$ cat config.mk
export PLATFORM = sky130hd
export DESIGN_NAME = mult16_cpa_pipe
export DESIGN_NICKNAME = d
export VERILOG_FILES = /design/src/rtl/mult16_cpa_pipe.sv
export SDC_FILE = /design/constraint.sdc
export NUM_CORES = 1
export LEC_CHECK = 0
export BUFFER_PORTS_ARGS = -buffer_cell sky130_fd_sc_hd__buf_2
export CAP_MARGIN = 20
export CORE_MARGIN = 8
export CORE_UTILIZATION = 54
export DETAILED_ROUTE_END_ITERATION = 10
export GPL_ROUTABILITY_DRIVEN = 0
export MAX_ROUTING_LAYER = met4
export PLACE_DENSITY_LB_ADDON = 0.15
export SLEW_MARGIN = 20
export SYNTH_ARGS = -nofsm -noshare
export SYNTH_HDL_FRONTEND = slang
export SYNTH_SLANG_ARGS = --single-unit
$ cat constraint.sdc
create_clock -name clk -period 3.5 [get_ports clk]
set_input_delay 1.05 -clock clk [delete_from_list [all_inputs] [get_ports clk]]
set_output_delay 1.05 -clock clk [all_outputs]
set_load 0.05 [all_outputs]
$ cat src/rtl/mult16_cpa_pipe.sv
// Two-stage carry-propagate adder that resolves the compressor's 32-bit carry-save pair
// into the product, with valid/ready flow control and a saturating bit-32 carry-out counter.
module mult16_cpa_pipe #(
    parameter int CNT_W = 16
) (
    input  logic             clk,
    input  logic             rst,
    input  logic             in_valid,
    output logic             in_ready,
    input  logic [31:0]      in_sum,
    input  logic [31:0]      in_carry,
    output logic             out_valid,
    input  logic             out_ready,
    output logic [31:0]      out_prod,
    output logic             out_c32,
    output logic [CNT_W-1:0] ovf_cnt
);

    localparam logic [CNT_W-1:0] CNT_MAX = {CNT_W{1'b1}};
    localparam logic [CNT_W-1:0] CNT_ONE = {{(CNT_W-1){1'b0}}, 1'b1};

    logic             s1_valid_q, s1_valid_d;
    logic [15:0]      s1_lo_q, s1_lo_d;
    logic             s1_c16_q, s1_c16_d;
    logic [15:0]      s1_sum_hi_q, s1_sum_hi_d;
    logic [15:0]      s1_carry_hi_q, s1_carry_hi_d;
    logic             s2_valid_q, s2_valid_d;
    logic [31:0]      s2_prod_q, s2_prod_d;
    logic             s2_c32_q, s2_c32_d;
    logic [CNT_W-1:0] ovf_cnt_q, ovf_cnt_d;

    logic        adv1, adv2, out_xfer;
    logic [16:0] lo_sum, hi_sum;

    always_comb begin
        adv2     = !s2_valid_q || out_ready;
        adv1     = !s1_valid_q || adv2;
        in_ready = adv1 && !rst;
        out_xfer = s2_valid_q && out_ready;

        lo_sum = {1'b0, in_sum[15:0]} + {1'b0, in_carry[15:0]};
        hi_sum = {1'b0, s1_sum_hi_q} + {1'b0, s1_carry_hi_q} + {16'd0, s1_c16_q};

        // NOTE: every next-state value gets a hold default first so no latch is inferred.
        s1_valid_d    = s1_valid_q;
        s1_lo_d       = s1_lo_q;
        s1_c16_d      = s1_c16_q;
        s1_sum_hi_d   = s1_sum_hi_q;
        s1_carry_hi_d = s1_carry_hi_q;
        s2_valid_d    = s2_valid_q;
        s2_prod_d     = s2_prod_q;
        s2_c32_d      = s2_c32_q;
        ovf_cnt_d     = ovf_cnt_q;

        if (adv1) begin
            s1_valid_d    = in_valid && in_ready;
            s1_lo_d       = lo_sum[15:0];
            s1_c16_d      = lo_sum[16];
            s1_sum_hi_d   = in_sum[31:16];
            s1_carry_hi_d = in_carry[31:16];
        end

        if (adv2) begin
            s2_valid_d = s1_valid_q;
            s2_prod_d  = {hi_sum[15:0], s1_lo_q};
            s2_c32_d   = hi_sum[16];
        end

        // Counted on the output handshake so a stalled beat is seen exactly once.
        if (out_xfer && s2_c32_q && (ovf_cnt_q != CNT_MAX))
            ovf_cnt_d = ovf_cnt_q + CNT_ONE;
    end

    // NOTE: state registers use non-blocking assignments so all stages update together.
    always_ff @(posedge clk) begin
        if (rst) begin
            s1_valid_q    <= 1'b0;
            s1_lo_q       <= '0;
            s1_c16_q      <= 1'b0;
            s1_sum_hi_q   <= '0;
            s1_carry_hi_q <= '0;
            s2_valid_q    <= 1'b0;
            s2_prod_q     <= '0;
            s2_c32_q      <= 1'b0;
            ovf_cnt_q     <= '0;
        end else begin
            s1_valid_q    <= s1_valid_d;
            s1_lo_q       <= s1_lo_d;
            s1_c16_q      <= s1_c16_d;
            s1_sum_hi_q   <= s1_sum_hi_d;
            s1_carry_hi_q <= s1_carry_hi_d;
            s2_valid_q    <= s2_valid_d;
            s2_prod_q     <= s2_prod_d;
            s2_c32_q      <= s2_c32_d;
            ovf_cnt_q     <= ovf_cnt_d;
        end
    end

    assign out_valid = s2_valid_q;
    assign out_prod  = s2_prod_q;
    assign out_c32   = s2_c32_q;
    assign ovf_cnt   = ovf_cnt_q;

endmodule

Yosys cells after proc, flatten, opt, wreduce, memory -nomap -nowiden
Cells that the tools add are included.

Register bits: 100. Input port bits: 68. Output and inout port bits: 51. Logic and storage cells: 24.

Add/subtract/negate cells: 4. Equal/unequal tests: 1. Reductions and logical operators: 10.

Operator list (count): $add A16 B16 Y17 (2); $add A17 B1 Y17 (1); $add A16 B1 Y16 const B (1); $ne A16 B16 Y1 const B (1); $logic_and A1 B1 Y1 (5); $logic_not A1 Y1 (3); $logic_or A1 B1 Y1 (2).

Longest topological paths before layout
Gate-level depths: netlist of run 1.

Depth after elaboration: 5. Gate-level depth with buffers: 9. Depth with buffers taken out: 9.

Worst setup path before layout of run 1
No wires, ideal clock.

Path type: input-to-output. From: input out_ready. To: output in_ready. Data arrival time: 2.330 ns. Data required time: 2.450 ns. Path slack: 0.120 ns. Stages: 5. Path buffers: 2. Cell sequence: nor2b_1 > clkbuf_1 > and2_1 > clkbuf_1 > nor2_1.

Longest elaborated chain between the ends: 3.

RTL lines: from (decl) (RTL line 13) `input logic out_ready,`; $logic_or A1 B1 Y1 (RTL line 36) `adv2 = !s2_valid_q || out_ready;`; $logic_or A1 B1 Y1 (RTL line 37) `adv1 = !s1_valid_q || adv2;`; $logic_and A1 B1 Y1 (RTL line 38) `in_ready = adv1 && !rst;`; to (decl) (RTL line 9) `output logic in_ready,`.

Every way passes these cells.

Worst setup path in the final report of run 1
From: input in_sum[0]. To: register s1_c16_q.

Longest elaborated chain between the ends: 1.

RTL lines: from (decl) (RTL line 10) `input logic [31:0] in_sum,`; $add A16 B16 Y17 (RTL line 41) `lo_sum = {1'b0, in_sum[15:0]} + {1'b0, in_carry[15:0]};`; to (signal assigned) (RTL line 79) `s1_c16_q <= 1'b0;`; to (signal assigned) (RTL line 89) `s1_c16_q <= s1_c16_d;`; to (decl) (RTL line 24) `logic s1_c16_q, s1_c16_d;`.

Every way passes these cells. A chain may end at the register's enable or synchronous reset.

==> results of run 1 <==
[cell type report]
cell class | instances | area (um^2)
inverters | 5 | 18.77
clock inverters | 6 | 76.32
multi-input cells | 485 | 2806
flip-flops and latches | 100 | 2002
well taps | 111 | 138.9
clock buffers | 10 | 127.6
fillers | 845 | 3237
repair buffers | 127 | 658.1
[per-layer routing]
metal / global-route usage [%] / vias to the layer above
met5: - / -
met4: 6.290 / 0
met3: 3.734 / 10
met2: 35.31 / 111
met1: 21.46 / 2100
li1: - / 2347
[cell families (layout without fill, tap and decap cells)]
| kind of cell | Yosys count | count (layout) | synth area share [%] |
|---|---|---|---|
| AO/OA/AOI/OAI | 165 | 165 | 20.05 |
| XOR/XNOR | 36 | 36 | 6.388 |
| adder cells (fa/ha/maj) | 35 | 35 | 9.328 |
| buffers and inverters | 35 | 148 | 2.687 |
| flip-flops | 100 | 100 | 40.56 |
| multiplexers | 1 | 1 | 0.2028 |
| AND/OR/NAND/NOR | 248 | 248 | 20.79 |
[worst max-delay path, stage by stage]
cell      delay, ns
buf_2          0.10
ha_1           0.22
fa_1           0.41
a211oi_2       0.27
o21bai_1       0.13
a221o_2        0.40
a221oi_2       0.30
o211ai_1       0.13
a311oi_1       0.27
nor3_1         0.07
[layout by cell type, fill, tap and decap left out, drive strengths merged, types with 12 or more instances in the layout]
| cell type | netlist | routed |
|---|---|---|
| a21o | 14 | 14 |
| ha | 32 | 32 |
| buf | 3 | 127 |
| nor2 | 44 | 44 |
| nand3 | 17 | 17 |
| o21ai | 12 | 12 |
| xnor2 | 16 | 16 |
| a21oi | 95 | 95 |
| nand2 | 157 | 157 |
| dfxtp | 100 | 100 |
| xor2 | 20 | 20 |
[power by group]
group | internal, uW | total (uW) | switching, uW
sequential | 1220 | 1270 | 44.0
combinational | 210 | 582 | 371
clock | 346 | 769 | 423
total | 1780 | 2620 | 839
[final timing paths]
path,slack (ns),start,endpoint,depth (start not counted)
max,0.35,in_sum[0],s1_c16_q,10
min,0.45,out_prod[27],out_prod[27],2
max reg2reg,0.67,s1_c16_q,out_prod[26],9
min reg2reg,0.45,out_prod[27],out_prod[27],2
[through the flow]
step	TNS, ns	utilization, %
floorplan	0	-
finish	0	64.29
CTS	0	64.29
global route	0	64.29
detailed placement	-0.009280	62.04
global placement	0	62.04
[sequential cells by signal, indices dropped and copies added (netlist names)]
register,count
out_prod,32
ovf_cnt,16
s1_carry_hi_q,16
s1_lo_q,16
s1_sum_hi_q,16
out_c32,1
out_valid,1
s1_c16_q,1
s1_valid_q,1
==> results_dict.tcl, run 1 <==
set metrics [dict create \
    antenna_left 0 \
    netlist_area_mm2 0.004936 \
    io_buffer_count 118 \
    wirelength_um 12140 \
    hp-class "reg -> reg" \
    groute.usage.overall_pct 19.68 \
    fin_nets 831 \
    cts.sinks 100 \
    antenna_cells 0 \
    coreArea_mm2 0.009065 \
    rows 35 \
    rsz0062_at_grt "false" \
    drt_iter0_drc 178 \
    syn-num-nets 723 \
    cp-end-kind "flop" \
    synthMostInstantiatedCell "nand2_1" \
    clockBufferDepth 2 \
    vdd_drop_max_uv 284.5 \
    synth_edf_count 0 \
    grt_pass1_vias 4555 \
    fin_crit_sh_pct 89.91 \
    finalPower_uw 2617 \
    wl_met1_um 5310 \
    ys_warn_count 0 \
    io_pins 119 \
    syn_to_final_growth_pct 18.07 \
    layout.cells.non_filler 844 \
    drive_above_1_share_pct 20.19 \
    relSlewSlack_pct 35.27 \
    cp_max_fo 2 \
    placed_cell_area_mm2 0.005624 \
    worst_hold_slack_ns 0.4520 \
    wl_met2_um 6136 \
    yosysTopAreaCell "dfxtp_1" \
    worst_slack_ns 0.3532 \
    synth.distinct_cells 41 \
    synth-main-ff-cell "dfxtp_1" \
    setup_viol 0 \
    powerDensity_mw_per_mm2 449.0 \
    die_area_mm2 0.01246 \
    required_ns 3.70 \
    synth_top_cell_area_share_pct 40.56 \
    cts_buffers 9 \
    top_layer_used "met4" \
    start_util_pct 54.45 \
    syn_avg_cell_area_um2 7.961 \
    p_leak_uw 0.002780 \
    clkLatencyLatePin_ns 0.36 \
    antenna_found_initial 0 \
    ys_seq_elements 100 \
    post_cts_buffers 0 \
    cts_max_level 3 \
    cts_resized 0 \
    wl_met3_um 558 \
    ctsRootBufferMaster "clkbuf_8" \
    die_h_um 111.6 \
    clock.fmax_ghz 0.3178 \
    fin_crit_ns 3.147 \
    grt_max_degree 99 \
    drc_errors 0 \
    outcome "finished clean" \
    final_area_mm2 0.005828 \
    drt_pass1_iterations 4 \
    vias_per_cell 5.412 \
    clock_skew_ns 0.01713 \
    finalHoldViolCount 0 \
    path_clk_slew_ns 0.10 \
    maxSlewViolCount 0 \
    die_w_um 111.6 \
    placed_cells 828 \
    grt-ovfl-total 0 \
    ys_seq_area_share_pct 40.56 \
    cts_tree "yes" \
    vias 4568 \
    worstMarginPinSlew_ns 0.9709 \
    pre_cts_slack_ns -0.009280 \
    path_class "in -> reg" \
    synthTopCellsByCount "nand2_1, dfxtp_1, a21oi_1" \
    async_flop_share_pct 0 \
    grt_pass1_wl_um 20230 \
    cts-hold-fix-buffers 0 \
    dp_hpwl_um 8934 \
    max_cap_violations 0 \
    critPathArrivalTime_ns 3.35 \
    start_kind "input pin" \
    drt-wirelength-per-cell_um 14.38 \
    synthCells 620 \
    netlist_top_cells_area "dfxtp_1, nand2_1, a21oi_1" \
]
Power figures use the tool's default switching activity.
==> run 2: changes to the inputs <==
ABC_AREA = 1   (was unset)
CORE_UTILIZATION = 56   (was 54)
==> run 2 against run 1 <==
Synthesized cell count grew 44%; total power rose by 0.26%; area after synthesis increased by 17%; setup slack better by 0.32 ns; register-to-register slack better by 0.59 ns; first-iteration DRC count grew 110%; hold slack better by 0.00069 ns; core utilization rose by 0.87 points.
==> results_dict.tcl, run 2 <==
set metrics [dict create \
    drive_above_1_share_pct 16.17 \
    wirelength_um 14070 \
    fin_crit_sh_pct 80.87 \
    synth-main-ff-cell "dfxtp_1" \
    die_h_um 117.5 \
    clkLatencyLatePin_ns 0.38 \
    synth.distinct_cells 35 \
    clockBufferDepth 2 \
    ys_seq_elements 100 \
    clock_power_share_pct 27.7 \
    final_area_mm2 0.006636 \
    netlist_area_mm2 0.005774 \
    max_cap_violations 0 \
    required_ns 2.45 \
    worstMarginPinSlew_ns 0.6414 \
    io_buffer_count 118 \
    pwr-share-seq_pct 48.2 \
    vdd_drop_max_uv 218.9 \
    netlist_top_cells_area "dfxtp_1, nand2_1, inv_1" \
    drt_pass1_iterations 5 \
    clock.fmax_ghz 0.3533 \
    hp-class "reg -> reg" \
    rsz0062_at_grt "false" \
    synthCells 891 \
    yosysTopAreaCell "dfxtp_1" \
    grt-ovfl-total 0 \
    grt_max_degree 80 \
    final_cell_mix "nand2_1, inv_1, nor2_1" \
    fin_crit_ns 2.830 \
    drt_iter0_drc 377 \
    finalPower_uw 2624 \
    power_frac_comb_pct 24.1 \
    powerDensity_mw_per_mm2 395.4 \
    cts_resized 0 \
    synthMostInstantiatedCell "nand2_1" \
    synth_top_cell_area_share_pct 34.67 \
    final_common_cell "nand2_1" \
    antenna_left 0 \
    syn_avg_cell_area_um2 6.481 \
    vias_per_cell 4.921 \
    drc_errors 0 \
    setup_viol 0 \
    finalHoldViolCount 0 \
    ys_warn_count 0 \
    fillers 1009 \
    drt-wirelength-per-cell_um 12.37 \
    grt_pass1_wl_um 24030 \
    antenna_found_initial 0 \
    syn-num-nets 994 \
    fin_setup_tns_ns 0 \
    ys_seq_area_share_pct 34.67 \
    maxSlewViolCount 0 \
    start_util_pct 56.70 \
    synthTopCellsByCount "nand2_1, inv_1, nor2_1" \
    cts_max_level 3 \
    io_pins 119 \
    clock_skew_ns 0.01673 \
    relSlewSlack_pct 57.24 \
    p_sw_uw 924.0 \
    rows 37 \
    critPathArrivalTime_ns 1.78 \
    cp-end-kind "output pin" \
    vias 5600 \
    coreArea_mm2 0.01018 \
    ctsRootBufferMaster "clkbuf_8" \
    cts.sinks 100 \
    syn_to_final_growth_pct 14.93 \
    path_clk_slew_ns 0.11 \
    path_class "in -> out" \
    placed_cells 1122 \
    largest_register_ffs 32 \
    worst_hold_slack_ns 0.4527 \
    groute.usage.overall_pct 21.00 \
    antenna_cells 0 \
    cts-hold-fix-buffers 0 \
    die_w_um 117.5 \
    layout.cells.non_filler 1138 \
    start_kind "input pin" \
    grt_pass1_vias 5210 \
    outcome "finished clean" \
    cp_max_fo 2 \
    synth_edf_count 0 \
    cts_buffers 9 \
    dp_hpwl_um 10710 \
    p_int_uw 1700 \
    p_leak_uw 0.003694 \
    die_area_mm2 0.01382 \
    placed_cell_area_mm2 0.006447 \
    post_cts_buffers 0 \
    fin_nets 1100 \
    sw_frac_of_total_pct 35.22 \
    async_flop_share_pct 0 \
    cts_tree "yes" \
]
[run 2: cell types whose count changed after synthesis, sizes merged, moves of 7 or more]
cell / change
a211oi: -11
a21o: -14
a21oi: -41
a31oi: -7
and3: -9
inv: +140
nand2: +54
nand3: +35
nor2: +88
nor3: +14
o21ai: +71
xnor2: -12
xor2: -9
[run 2: area by class of cell]
type	instances	area, um^2	share of cell area (%)
flip-flops and latches	100	2002	30.17
well taps	136	170.2	2.564
inverters	145	544.3	8.201
multi-input cells	617	3095	46.64
clock buffers	9	123.9	1.867
repair buffers	124	635.6	9.578
clock inverters	7	65.06	0.9804
[run 2: path summary, 6_finish.rpt]
kind | start | end | slack (ns) | depth (start not counted)
max | out_ready | in_ready | 0.67 | 8
min | s1_lo_q[9] | out_prod[9] | 0.45 | 2
max reg2reg | s1_c16_q | out_prod[24] | 1.26 | 9
min reg2reg | s1_lo_q[9] | out_prod[9] | 0.45 | 2
[run 2: worst max-delay path, stage by stage]
cell and delay [ns]:
buf_2 0.11, nor2_2 0.14, inv_2 0.07, nor2_4 0.09, inv_2 0.04, nand2_1 0.05
inv_1 0.04, buf_2 0.20
[run 2: logic make-up after synthesis]
family                     count (synthesis)  share of synthesized area [%]
buffers and inverters                    174                          11.72
DFF                                      100                          34.67
and+or+nand+nor                          422                          30.14
adders and majority gates                 35                          7.974
AOI/OAI and AO/OA                        145                          13.22
xor gates and xnor gates                  15                          2.275
[run 2: power groups by stage]
stage / logic [uW] / registers, uW / clock network, uW
after floorplan: 331 / 1420 / 0
after global placement: 622 / 1290 / 0
after detailed placement: 630 / 1290 / 0
after CTS: 633 / 1270 / 736
after global routing: 711 / 1280 / 780
final: 632 / 1270 / 726
[run 2: per-stage QoR]
step | util (%) | setup slack [ns]
4_1_cts | 65.16 | 0.6553
3_3_place_gp | 63.30 | 0.6991
3_5_place_dp | 63.30 | 0.6635
6_report | 65.16 | 0.6695
2_1_floorplan | - | 0.5328
5_1_grt | 65.16 | 0.5594
[run 2: routing by layer]
| layer | track usage (%) | wire, um | vias up |
|---|---|---|---|
| met2 | 30.94 | 5955 | 162 |
| met4 | 5.364 | 196 | 0 |
| met3 | 5.276 | 975 | 13 |
| li1 | - | - | 3005 |
| met1 | 28.12 | 6946 | 2420 |
| met5 | - | 0 | - |
==> run 3: changes to the inputs <==
clock period = 2.9 ns   (was 3.5 ns; I/O delays follow)
==> run 3 against run 2 <==
Cell area is 0.57% higher; critical path depth stayed put; global-route usage is 0.25 points higher; combinational power is 21% higher; routed wire length is 1.4% higher; first-iteration DRC count is 1.9% lower; non-clock buffer count stayed put; largest power group unchanged.
==> results_dict.tcl, run 3 (same netlist as run 2, synthesis figures left out) <==
set metrics [dict create \
    largest_register_ffs 32 \
    start_kind "input pin" \
    cp-end-kind "output pin" \
    groute.usage.overall_pct 21.25 \
    drt_iter0_drc 370 \
    r2r_slack_ns 0.71 \
    cts.sinks 100 \
    placed_cell_area_mm2 0.006447 \
    relSlewSlack_pct 56.46 \
    powerDensity_mw_per_mm2 494.4 \
    fin_crit_sh_pct 85.02 \
    fin_setup_tns_ns 0 \
    cts-hold-fix-buffers 0 \
    drc_errors 0 \
    start_util_pct 56.70 \
    grt_pass1_vias 5305 \
    outcome "finished clean" \
    die_area_mm2 0.01382 \
    required_ns 2.03 \
    final_common_cell "nand2_1" \
    die_w_um 117.5 \
    clock.fmax_ghz 0.4056 \
    cts_max_level 3 \
    dp_hpwl_um 10830 \
    grt_max_degree 80 \
    multi_input_area_mm2 0.003095 \
    drive_above_1_share_pct 16.17 \
    sw_frac_of_total_pct 32.79 \
    final_area_mm2 0.006674 \
    fin_nets 1100 \
    finalPower_uw 3300 \
    regArea_mm2 0.002002 \
    io_pins 119 \
    antenna_found_initial 0 \
    placed_cells 1122 \
    die_h_um 117.5 \
    coreArea_mm2 0.01018 \
    endpoint "in_ready" \
    final_cell_mix "nand2_1, inv_1, nor2_1" \
    p_leak_uw 0.003717 \
    path_class "in -> out" \
    grt-ovfl-total 0 \
    syn_to_final_growth_pct 15.58 \
    max_cap_violations 0 \
    clock_power_share_pct 30.6 \
    vias_per_cell 5.018 \
    p_int_uw 2218 \
    clkLatencyLatePin_ns 0.37 \
    setup_viol 0 \
    crit_start "out_ready" \
    vias 5710 \
    cts_tree "yes" \
    cp_max_fo 2 \
    cts_resized 0 \
    power_frac_comb_pct 23.2 \
    rows 37 \
    antenna_cells 0 \
    fillers 1011 \
    rsz0062_at_grt "false" \
    reg2reg_depth 9 \
    maxSlewViolCount 0 \
    path_clk_slew_ns 0.10 \
    hp-class "reg -> reg" \
    drt-wirelength-per-cell_um 12.54 \
    finalHoldViolCount 0 \
    cts_buffers 9 \
    vdd_drop_max_uv 284.8 \
    clockBufferDepth 2 \
    antenna_left 0 \
    layout.cells.non_filler 1138 \
    r2r-start "s1_c16_q" \
    wirelength_um 14270 \
    timing.rr.end "out_prod[24]" \
    grt_pass1_wl_um 24430 \
    post_cts_buffers 0 \
    drt_pass1_iterations 5 \
    fin_crit_ns 2.466 \
    p_sw_uw 1082 \
    worstMarginPinSlew_ns 0.6531 \
    pwr-share-seq_pct 46.3 \
    io_buffer_count 118 \
    ctsRootBufferMaster "clkbuf_8" \
    critPathArrivalTime_ns 1.60 \
    clock_skew_ns 0.01142 \
]
-- run 3: changes by cell type in the layout (fill, tap and decap cells not counted) --
cell        before  now
bufinv_16        0    2
clkinv_4         2    0
clkinv_2         0    1
clkinvlp_4       1    0
inv_6            2    3
inv_8            2    1
-- run 3: worst min path at each step --
stage                           start           end  slack [ns]  cells after the start
final                      s1_lo_q[9]   out_prod[9]        0.44                      2
after CTS                  s1_lo_q[9]   out_prod[9]        0.44                      2
after global placement     s1_lo_q[9]   out_prod[9]        0.44                      2
after global routing       s1_lo_q[9]   out_prod[9]        0.48                      2
after detailed placement   s1_lo_q[3]   out_prod[3]        0.44                      2
after floorplan           s1_lo_q[10]  out_prod[10]        0.43                      2
-- run 3: layout make-up --
class                   instances  share of cell area, %
clock inverters                 7                  1.537
inverters                     145                  8.155
well taps                     136                  2.550
multi-input cells             617                  46.38
flip-flops and latches        100                  30.00
clock buffers                   9                  1.856
repair buffers                124                  9.524
-- run 3: critical path: stages --
cell and delay [ns]:
buf_2 0.11, nor2_2 0.13, inv_2 0.06, nor2_4 0.09
inv_2 0.04, nand2_1 0.06, inv_1 0.04, buf_2 0.20
-- run 3: through the flow --
| step | utilization, % | hold WS [ns] | worst slack [ns] |
|---|---|---|---|
| 2_1_floorplan | - | 0.4297 | 0.2928 |
| 3_3_place_gp | 63.30 | 0.4391 | 0.4538 |
| 3_5_place_dp | 63.30 | 0.4423 | 0.4306 |
| 4_1_cts | 65.53 | 0.4411 | 0.4347 |
| 5_1_grt | 65.53 | 0.4799 | 0.3826 |
| 6_report | 65.53 | 0.4436 | 0.4345 |
-- run 3: power by group through the flow --
stage / clock network, uW / logic [uW] / registers (uW)
after floorplan: 0 / 400 / 1710
final: 1010 / 765 / 1530
after global placement: 0 / 752 / 1560
after global routing: 1090 / 863 / 1540
after CTS: 1030 / 765 / 1530
after detailed placement: 0 / 761 / 1560
-- run 3: per-layer routing --
layer	vias to the layer above	track usage, %	wire (um)	share of wire, %
met5	-	-	0	0
met4	0	4.884	131	0.92
met1	2529	28.14	6991	49
met2	164	32.62	6173	43
met3	12	4.412	970	6.8
li1	3005	-	-	-
